File: src/rtl/seg7_pkg.sv
// rtl/seg7_pkg.sv - shared constants and helpers for the 7-segment scan driver
//
// Purpose : segment patterns {g,f,e,d,c,b,a} (active-low form), converter
//           state encoding and constant helper functions used for sizing.
// Ports   : none (package).
package seg7_pkg;

  localparam logic [6:0] SEG7_DIGIT [10] = '{
    7'b1000000, 7'b1111001, 7'b0100100, 7'b0110000, 7'b0011001,
    7'b0010010, 7'b0000010, 7'b1111000, 7'b0000000, 7'b0010000
  };
  localparam logic [6:0] SEG7_BLANK = 7'b1111111;
  localparam logic [6:0] SEG7_MINUS = 7'b0111111;

  localparam logic [1:0] CONV_IDLE  = 2'd0;
  localparam logic [1:0] CONV_SHIFT = 2'd1;
  localparam logic [1:0] CONV_DONE  = 2'd2;

  // Bits needed to hold 0..value-1; never returns less than 1.
  function automatic int clog2(input int value);
    int r;
    r = 0;
    while ((64'd1 << r) < 64'(value)) r++;
    if (r < 1) r = 1;
    return r;
  endfunction

  function automatic longint unsigned pow10(input int n);
    longint unsigned p;
    p = 1;
    for (int k = 0; k < n; k++) p = p * 10;
    return p;
  endfunction

  // Non-decimal nibbles cannot occur from the converter; blank them anyway.
  function automatic logic [6:0] seg7_decode(input logic [3:0] d);
    if (d > 4'd9) return SEG7_BLANK;
    return SEG7_DIGIT[d];
  endfunction

endpackage

File: src/rtl/bin2bcd_seq.sv
// rtl/bin2bcd_seq.sv - sequential double-dabble binary to BCD converter
//
// Purpose : accepts a binary value on a valid/ready handshake, converts it in
//           VALUE_W shift cycles and publishes bcd/ovf together one cycle later.
// Ports   : clk, reset_n (async active-low)
//           value_in/value_valid/value_ready : input handshake
//           bcd : NUM_DIGITS packed nibbles, digit 0 in bits [3:0]
//           ovf : last value did not fit in NUM_DIGITS decimal digits
module bin2bcd_seq
  import seg7_pkg::*;
#(
  parameter int VALUE_W    = 8,
  parameter int NUM_DIGITS = 3
) (
  input  logic                    clk,
  input  logic                    reset_n,
  input  logic [VALUE_W-1:0]      value_in,
  input  logic                    value_valid,
  output logic                    value_ready,
  output logic [4*NUM_DIGITS-1:0] bcd,
  output logic                    ovf
);

  localparam int BCD_W = 4 * NUM_DIGITS;
  localparam int CNT_W = clog2(VALUE_W);
  localparam logic [CNT_W-1:0] CNT_LAST = CNT_W'(VALUE_W - 1);
  localparam longint unsigned OVF_LIMIT = pow10(NUM_DIGITS);

  logic [1:0]         r_state;
  logic [VALUE_W-1:0] r_bin;
  logic [BCD_W-1:0]   r_scratch;
  logic [CNT_W-1:0]   r_cnt;
  logic               r_ovf_next;
  logic [BCD_W-1:0]   r_bcd;
  logic               r_ovf;
  logic               r_ready;
  logic [BCD_W-1:0]   w_adj;
  logic               w_ovf_cap;

  assign w_ovf_cap   = (64'(value_in) >= OVF_LIMIT);
  assign value_ready = r_ready;
  assign bcd         = r_bcd;
  assign ovf         = r_ovf;

  // Add-3 correction on every nibble that would exceed 9 after doubling.
  always_comb begin
    w_adj = r_scratch;
    for (int k = 0; k < NUM_DIGITS; k++) begin
      if (r_scratch[4*k +: 4] >= 4'd5) w_adj[4*k +: 4] = r_scratch[4*k +: 4] + 4'd3;
    end
  end

  always_ff @(posedge clk or negedge reset_n) begin
    if (!reset_n) begin
      r_state    <= CONV_IDLE;
      r_bin      <= '0;
      r_scratch  <= '0;
      r_cnt      <= '0;
      r_ovf_next <= 1'b0;
      r_bcd      <= '0;
      r_ovf      <= 1'b0;
      r_ready    <= 1'b1;
    end else begin
      case (r_state)
        CONV_IDLE: begin
          if (value_valid) begin
            r_bin      <= value_in;
            r_scratch  <= '0;
            r_cnt      <= '0;
            r_ovf_next <= w_ovf_cap;
            r_ready    <= 1'b0;
            r_state    <= CONV_SHIFT;
          end
        end
        CONV_SHIFT: begin
          // Truncating cast drops the top bit of the topmost nibble; it only
          // matters when the value overflows, and ovf masks the display then.
          r_scratch <= BCD_W'({w_adj, r_bin[VALUE_W-1]});
          r_bin     <= r_bin << 1;
          r_cnt     <= r_cnt + 1'b1;
          if (r_cnt == CNT_LAST) r_state <= CONV_DONE;
        end
        CONV_DONE: begin
          r_bcd   <= r_scratch;
          r_ovf   <= r_ovf_next;
          r_ready <= 1'b1;
          r_state <= CONV_IDLE;
        end
        default: begin
          r_ready <= 1'b1;
          r_state <= CONV_IDLE;
        end
      endcase
    end
  end

endmodule

File: src/rtl/seg7_scan_driver.sv
// rtl/seg7_scan_driver.sv - time-multiplexed driver for NUM_DIGITS 7-segment digits
//
// Purpose : converts a binary value to BCD and scans the digits round-robin on
//           a shared segment bus with leading-zero blanking and overflow dash.
//           Optional blinking is compiled in with `define SEG7_BLINK_EN.
// Ports   : clk, reset_n (async active-low)
//           value_in/value_valid/value_ready : value handshake
//           lz_blank   : blank leading zeros
//           blink_mask : per-digit blink enable (SEG7_BLINK_EN only)
//           seg_out    : segments {g,f,e,d,c,b,a}
//           digit_en   : one-hot digit enable, active-high
//           ovf        : last value exceeded 10**NUM_DIGITS-1
module seg7_scan_driver
  import seg7_pkg::*;
#(
  parameter int VALUE_W        = 8,
  parameter int NUM_DIGITS     = 3,
  parameter int SCAN_DIV       = 50000,
  parameter int SEG_ACTIVE_LOW = 1
`ifdef SEG7_BLINK_EN
  ,
  parameter int BLINK_DIV      = 25
`endif
) (
  input  logic                  clk,
  input  logic                  reset_n,
  input  logic [VALUE_W-1:0]    value_in,
  input  logic                  value_valid,
  output logic                  value_ready,
  input  logic                  lz_blank,
`ifdef SEG7_BLINK_EN
  input  logic [NUM_DIGITS-1:0] blink_mask,
`endif
  output logic [6:0]            seg_out,
  output logic [NUM_DIGITS-1:0] digit_en,
  output logic                  ovf
);

  localparam int PRE_W = clog2(SCAN_DIV);
  localparam int IDX_W = clog2(NUM_DIGITS);
  localparam logic [PRE_W-1:0] PRE_LAST = PRE_W'(SCAN_DIV - 1);
  localparam logic [IDX_W-1:0] IDX_LAST = IDX_W'(NUM_DIGITS - 1);
  localparam logic [6:0] SEG_RESET = (SEG_ACTIVE_LOW != 0) ? SEG7_DIGIT[0] : ~SEG7_DIGIT[0];

  logic [4*NUM_DIGITS-1:0] w_bcd;
  logic                    w_ovf;
  logic [PRE_W-1:0]        r_pre;
  logic [IDX_W-1:0]        r_idx;
  logic [IDX_W-1:0]        w_idx_adv;
  logic                    w_tc;
  logic                    w_wrap;
  logic                    w_blink_hit;
  logic [4*NUM_DIGITS-1:0] w_upper;
  logic [6:0]              w_pat;
  logic [6:0]              w_seg_next;

  bin2bcd_seq #(
    .VALUE_W    (VALUE_W),
    .NUM_DIGITS (NUM_DIGITS)
  ) u_conv (
    .clk         (clk),
    .reset_n     (reset_n),
    .value_in    (value_in),
    .value_valid (value_valid),
    .value_ready (value_ready),
    .bcd         (w_bcd),
    .ovf         (w_ovf)
  );

  assign ovf       = w_ovf;
  assign w_tc      = (r_pre == PRE_LAST);
  assign w_wrap    = w_tc && (r_idx == IDX_LAST);
  assign w_idx_adv = (r_idx == IDX_LAST) ? '0 : r_idx + 1'b1;

`ifdef SEG7_BLINK_EN
  localparam int BLK_W = clog2(BLINK_DIV);
  localparam logic [BLK_W-1:0] BLK_LAST = BLK_W'(BLINK_DIV - 1);

  logic [BLK_W-1:0] r_blink_cnt;
  logic             r_phase;
  logic             w_phase_next;

  // The digit loaded on the wrap edge must already see the new phase.
  assign w_phase_next = (w_wrap && r_blink_cnt == BLK_LAST) ? ~r_phase : r_phase;
  assign w_blink_hit  = w_phase_next & blink_mask[w_idx_adv];

  always_ff @(posedge clk or negedge reset_n) begin
    if (!reset_n) begin
      r_blink_cnt <= '0;
      r_phase     <= 1'b0;
    end else if (w_wrap) begin
      r_blink_cnt <= (r_blink_cnt == BLK_LAST) ? '0 : r_blink_cnt + 1'b1;
      r_phase     <= w_phase_next;
    end
  end
`else
  assign w_blink_hit = 1'b0;
`endif

  // Pattern for the digit about to be enabled. w_upper holds that digit and
  // every more-significant one, so a zero value means it is a leading zero.
  always_comb begin
    w_upper = w_bcd >> (4 * w_idx_adv);
    w_pat   = seg7_decode(w_upper[3:0]);
    if (w_ovf) begin
      w_pat = SEG7_MINUS;
    end else if (lz_blank && (w_idx_adv != '0) && (w_upper == '0)) begin
      w_pat = SEG7_BLANK;
    end
    if (w_blink_hit) w_pat = SEG7_BLANK;
    w_seg_next = (SEG_ACTIVE_LOW != 0) ? w_pat : ~w_pat;
  end

  // seg_out and digit_en load only on a digit advance and from the same
  // index, so they switch together and a new value waits for the next digit.
  always_ff @(posedge clk or negedge reset_n) begin
    if (!reset_n) begin
      r_pre    <= '0;
      r_idx    <= '0;
      digit_en <= NUM_DIGITS'(1);
      seg_out  <= SEG_RESET;
    end else begin
      r_pre <= w_tc ? '0 : r_pre + 1'b1;
      if (w_tc) begin
        r_idx    <= w_idx_adv;
        digit_en <= NUM_DIGITS'(1) << w_idx_adv;
        seg_out  <= w_seg_next;
      end
    end
  end

endmodule

File: config.mk
export PLATFORM = sky130hd
export DESIGN_NAME = seg7_scan_driver
export DESIGN_NICKNAME = d
export VERILOG_FILES = /design/src/rtl/seg7_pkg.sv /design/src/rtl/bin2bcd_seq.sv /design/src/rtl/seg7_scan_driver.sv
export SDC_FILE = /design/constraint.sdc
export NUM_CORES = 1
export LEC_CHECK = 0
export CORE_MARGIN = 2
export CORE_UTILIZATION = 46
export DETAILED_ROUTE_END_ITERATION = 12
export HOLD_SLACK_MARGIN = 0.12
export PLACE_DENSITY = 0.65
export REMOVE_ABC_BUFFERS = 1
export SYNTH_ARGS = -nofsm -noshare
export SYNTH_HDL_FRONTEND = slang
export SYNTH_SLANG_ARGS = --single-unit
File: constraint.sdc
create_clock -name clk -period 3.38 [get_ports clk]
set_input_delay 0.676 -clock clk [delete_from_list [all_inputs] [get_ports clk]]
set_output_delay 0.676 -clock clk [all_outputs]
set_load 0.02 [all_outputs]
Yosys cells after proc, flatten, opt, wreduce, memory -nomap -nowiden
Memories as Yosys holds them, arrays and structs flattened.
Index checks and enable logic that the tools add are counted.
- add/subtract/negate cells: 6
- bitwise operators: 2
- mux-type cells: 22
- eq/ne operators: 7
- order comparisons: 5
- shift operators: 2
- reductions and logical operators: 9
- operators with widths (kind ; number):
    $mux W7 ; 5
    $pmux W12 S2 ; 1
    $add A16 B1 Y16 const B ; 1
    $eq A16 B16 Y1 const B ; 1
    $mux W16 ; 1
    $pmux W8 S2 ; 1
    $ge A4 B3 Y1 const B ; 3
    $logic_not A12 Y1 ; 1
    $mux W12 ; 1
    $shr A12 B4 Y12 ; 1
    $add A4 B2 Y4 const B ; 2
    $mux W4 ; 2
    $mux W8 ; 1
    $mux W2 ; 3
    $mux W3 ; 2
    $pmux W3 S2 ; 1
    $reduce_and A2 Y1 ; 3
    $ge A5 B5 Y1 const B ; 1
    $not A4 Y5 ; 1
    $eq A2 B2 Y1 const B ; 2
    $gt A4 B4 Y1 const B ; 1
    $pmux W2 S2 ; 1
    $reduce_bool A2 Y1 ; 2
    $add A3 B1 Y3 const B ; 1
    other kinds (12) ; 14
- ROM bits: 112
- register bits: 66
- memories: 1
- memories (memory ; depth ; width ; read ports ; clocked after memory_dff ; write ports ; RTL line ; RTL):
    (name not given) ; 16 ; 7 ; 1 ; 0 ; 0 ; seg7_pkg.sv:38 ; return SEG7_DIGIT[d];

Depth between registers and ports, before layout
- depth in word-level cells: 9
- depth in mapped cells: 11

Modules after synthesis
From an unflattened synthesis, not the netlist that was laid out.
- cells, all modules: 310
- area, all modules: 3308.2 sq um
- modules (own cells, without submodules) (module ; cells an instance ; area each (sq um) ; instances):
    bin2bcd_seq ; 173 ; 1881.8 ; 1
    seg7_scan_driver ; 137 ; 1426.4 ; 1

Worst setup path before layout
Ideal clock, no wire load.
- path kind: flip-flop to flip-flop
- start point: register digit_en[2] (netlist name)
- end point: register seg_out[4]
- cell stages (with the launch flop): 10
- arrival: 2.429 ns
- buffers on the path: 1
- setup time: 0.126 ns
- slack: 0.825 ns
- clock period less this slack: 2.555 ns
- path through: dfrtp_1 > clkbuf_1 > nor2_1 > a21oi_1 > ha_1 > o2bb2ai_1 > o211ai_2 > o211ai_2 > or4_4 > o32a_1
- RTL lines (what ; RTL line ; RTL):
    to (signal assigned) ; seg7_scan_driver.sv:127 ; seg_out <= w_seg_next;
    to (decl) ; seg7_scan_driver.sv:34 ; output logic [6:0] seg_out,

==> qor.csv <==
stage,metric,value,unit
floorplanning,Core ar.,6720,µm²
synthesis,Post-Synth Adder-Cell Area,5.54,%
layout,Final Non-Filler Cells,417,
synthesis,"EDFF count, synth",0,
layout,filler instances,593,
sta,post-route clock period utilization,79.4,%
clock_network,H-tree levels,3,
critical_path,critical path arrival,2.91,ns
placement,placed insts,401,
synthesis,leading area contributor after synthesis,dfrtp_1,
synthesis,Cell variety after synth,50,
layout,P&R area growth vs syn,16.2,%
detailed_routing,wire length per cell,13.8,µm
critical_path,most frequent CP cell,o211ai_2,
power,power after layout,2.78,mW
synthesis,top-area cell type share of the netlist area,48.2,%
detailed_routing,drc violations,0,
layout,nets,358,
min_path,Hold/Removal Path Class,input pin to async pin,
layout,area of the multi-input gates,1440,µm²
floorplanning,I/O pin cnt,24,
clock_network,clk slew on worst S/H paths,0.07,ns
sta,RSZ-0062 raised after global routing,false,
power,LEAKAGE,1.62,nW
clock_network,postcts setup bufs,0,
critical_path,Worst Setup End Kind,register,
critical_path,"slowest stage delay, CP",0.58,ns
synthesis,synth warn,0,
synthesis,largest family of logic cells by synthesized area,simple AND/OR/NAND/NOR gates,
floorplanning,die area,7560,µm²
detailed_routing,1st-iter DRT viols,84,
synthesis,Commonest cells post-synth,"dfrtp_1 (61), nand2_1 (37), o21ai_0 (32)",
floorplanning,Die H,86.9,µm
clock_network,post-cts sizing count,0,
critical_path,CP max stage cell,dfrtp_1,
grt,first-pass GRT wire length,9.90,mm
critical_path,crit start category,register,
floorplanning,Starting Density,47.1,%
synthesis,"top cells by area, synth","dfrtp_1 (48%), ha_1 (5.5%), o21ai_0 (5.1%), nand2_1 (4.4%), xnor2_1 (3.3%)",
synthesis,Post-synth ARST share,100,%
synthesis,complex-gate fraction of the synthesized area,13.6,%
placement,port buffer count,22,
critical_path,"setup slack, reg-to-reg",0.70,ns
critical_path,Critical path origin,digit_en[1],
clock_network,Root Driver,clkbuf_8,
synthesis,"Top FF cell, synth",dfrtp_1,
critical_path,crit path cell chain,mux2i_1 -> nor2_1 -> a21oi_1 -> ha_1 -> o2bb2ai_1 -> o211ai_2 -> o211ai_2 -> or4_4 -> o32a_1,
synthesis,post-synthesis simple-gate area fraction,14.8,%
critical_path,Setup Crit Path Kind,register to register,
placement,placed cell area,3440,µm²
synthesis,"Seq/Total Area, Yosys",50.7,%
floorplanning,FP Rows,30,
critical_path,"Max FO, Critical Path",11,
detailed_routing,Vias,2214,
detailed_routing,DR pass1 iterations,4,
clock_network,CTS Hold Buffers Added,0,
sta,TNS Setup,0,ns
sta,"Slew Viols, Final",0,
grt,vias in the first global route,2125,
sta,Min Hold Slack,0.487,ns
clock_network,Num CTS Buffers,9,
grt,grt total ovfl,0,
layout,antenna cells,0,
layout,Final Cell Area,3680,µm²
sta,worst-margin pin slew,0.798,ns
grt,aggregate global-route resource usage,16.9,%
placement,HPWL Detailed,4.01,mm
sta,Final Hold Viols,0,
synthesis,top-count cell post-synth,dfrtp_1,
sta,relative slew slack,46.8,%
sta,max frequency,373,MHz
detailed_routing,vias per cell,5.31,
power,Power Density,755,nW/µm²
detailed_routing,post-route ant nets,0,
synthesis,mux cell area share after synthesis,6.17,%
layout,Reg area,1610,µm²
synthesis,Post-Synthesis Cells,307,
synthesis,Netlist Area Pre-Place,3160,µm²
clock_network,CTS tree,built,
outcome,status,"complete, no violations",
sta,final setup violation count,0,
clock_network,"Clk Latency, worst-skew pair",0.35,ns
clock_network,Longest Clk Path Bufs,2,
power,maximum vdd drop,0.506,mV
critical_path,reg2reg path depth,9,
grt,initial antenna violation count,0,
synthesis,Synth Area in XOR/XNOR,5.26,%
layout,share of post-route cells with drive strength above 1,13.1,%
sta,clock skew,0.0127,ns
sta,min cycle time layout,2.68,ns
clock_network,clk sinks,64,
critical_path,worst r2r src,digit_en[1],
grt,largest net degree at the start of global routing,65,
synthesis,syn_area_per_cell,10.3,µm²
run,max-cap viol count,0,
critical_path,Worst Path Required,3.61,ns
floorplanning,die width,86.9,µm
placement,routability cong.,0.916,
detailed_routing,routed wire length,5.76,mm
critical_path,RR Endpoint,seg_out[4],
synthesis,#FFs+latches synth,64,
[critical path: cells and delay by family, from the launching register on]
| family | cells | cell delay, ns |
|---|---|---|
| compound gates | 5 | 1.00 |
| flops | 1 | 0.58 |
| simple gates | 2 | 0.51 |
| fa+ha+maj | 1 | 0.24 |
| mux | 1 | 0.23 |
[state kept, by name, indices dropped and copies added (netlist names)]
register            cells
r_pre                  16
u_conv.bcd             12
u_conv.r_scratch       12
u_conv.r_bin            8
seg_out                 7
digit_en                3
u_conv.r_cnt            3
u_conv.r_state          2
u_conv.value_ready      1
[layout make-up]
cell class              instances  area share [%]
clock buffers                  10            3.47
clock inverters                 6            2.93
inverters                      14            1.43
multi-input cells             217            39.1
flip-flops and latches         64            43.7
well taps                      80            2.72
repair buffers                 26            6.67
[cell families after synthesis]
family,Yosys count
xor gates and xnor gates,19
buffers and inverters,26
muxes,18
and+or+nand+nor,96
AOI/OAI and AO/OA,69
adders and majority gates,14
other,1
DFF,64
[worst max path at each step]
| stage | endpoint | slack (ns) |
|---|---|---|
| global route | seg_out[4] | 0.55 |
| detailed placement | seg_out[4] | 0.73 |
| floorplan | seg_out[4] | 0.82 |
| CTS | seg_out[4] | 0.72 |
| finish | seg_out[4] | 0.70 |
| global placement | seg_out[4] | 0.80 |
[per-stage QoR]
step | worst slack [ns] | utilization (%)
2_1_floorplan | 0.818 | -
5_1_grt | 0.553 | 54.7
3_5_place_dp | 0.733 | 51.2
6_report | 0.696 | 54.7
4_1_cts | 0.719 | 54.7
3_3_place_gp | 0.796 | 51.2
[power by group]
part / leakage (nW) / internal [mW] / switching, mW / total, mW
registers: 0.824 / 0.960 / 0.151 / 1.11
clock network: 0.116 / 0.487 / 0.296 / 0.783
logic: 0.680 / 0.388 / 0.495 / 0.883
total: 1.62 / 1.84 / 0.942 / 2.78
[layer usage]
metal	global-route usage, %	vias to the layer above	part of all wire (%)
li1	-	1111	-
met1	22.4	1061	50
met2	26.1	35	46
met3	3.70	7	2.8
met4	8.52	0	1.6
met5	0	-	0
[cells in the final DEF (no fill, tap or decap), drive strengths merged, types with 7 or more instances in the layout]
| master | instances |
|---|---|
| a21oi | 14 |
| clkbuf | 10 |
| clkdlybuf4s50 | 21 |
| dfrtp | 61 |
| ha | 14 |
| inv | 14 |
| mux2 | 9 |
| mux2i | 9 |
| nand2 | 37 |
| nand3 | 9 |
| nor2 | 22 |
| o21ai | 34 |
| xnor2 | 12 |
| xor2 | 7 |
Note: power is estimated with default switching activity, not from simulation.
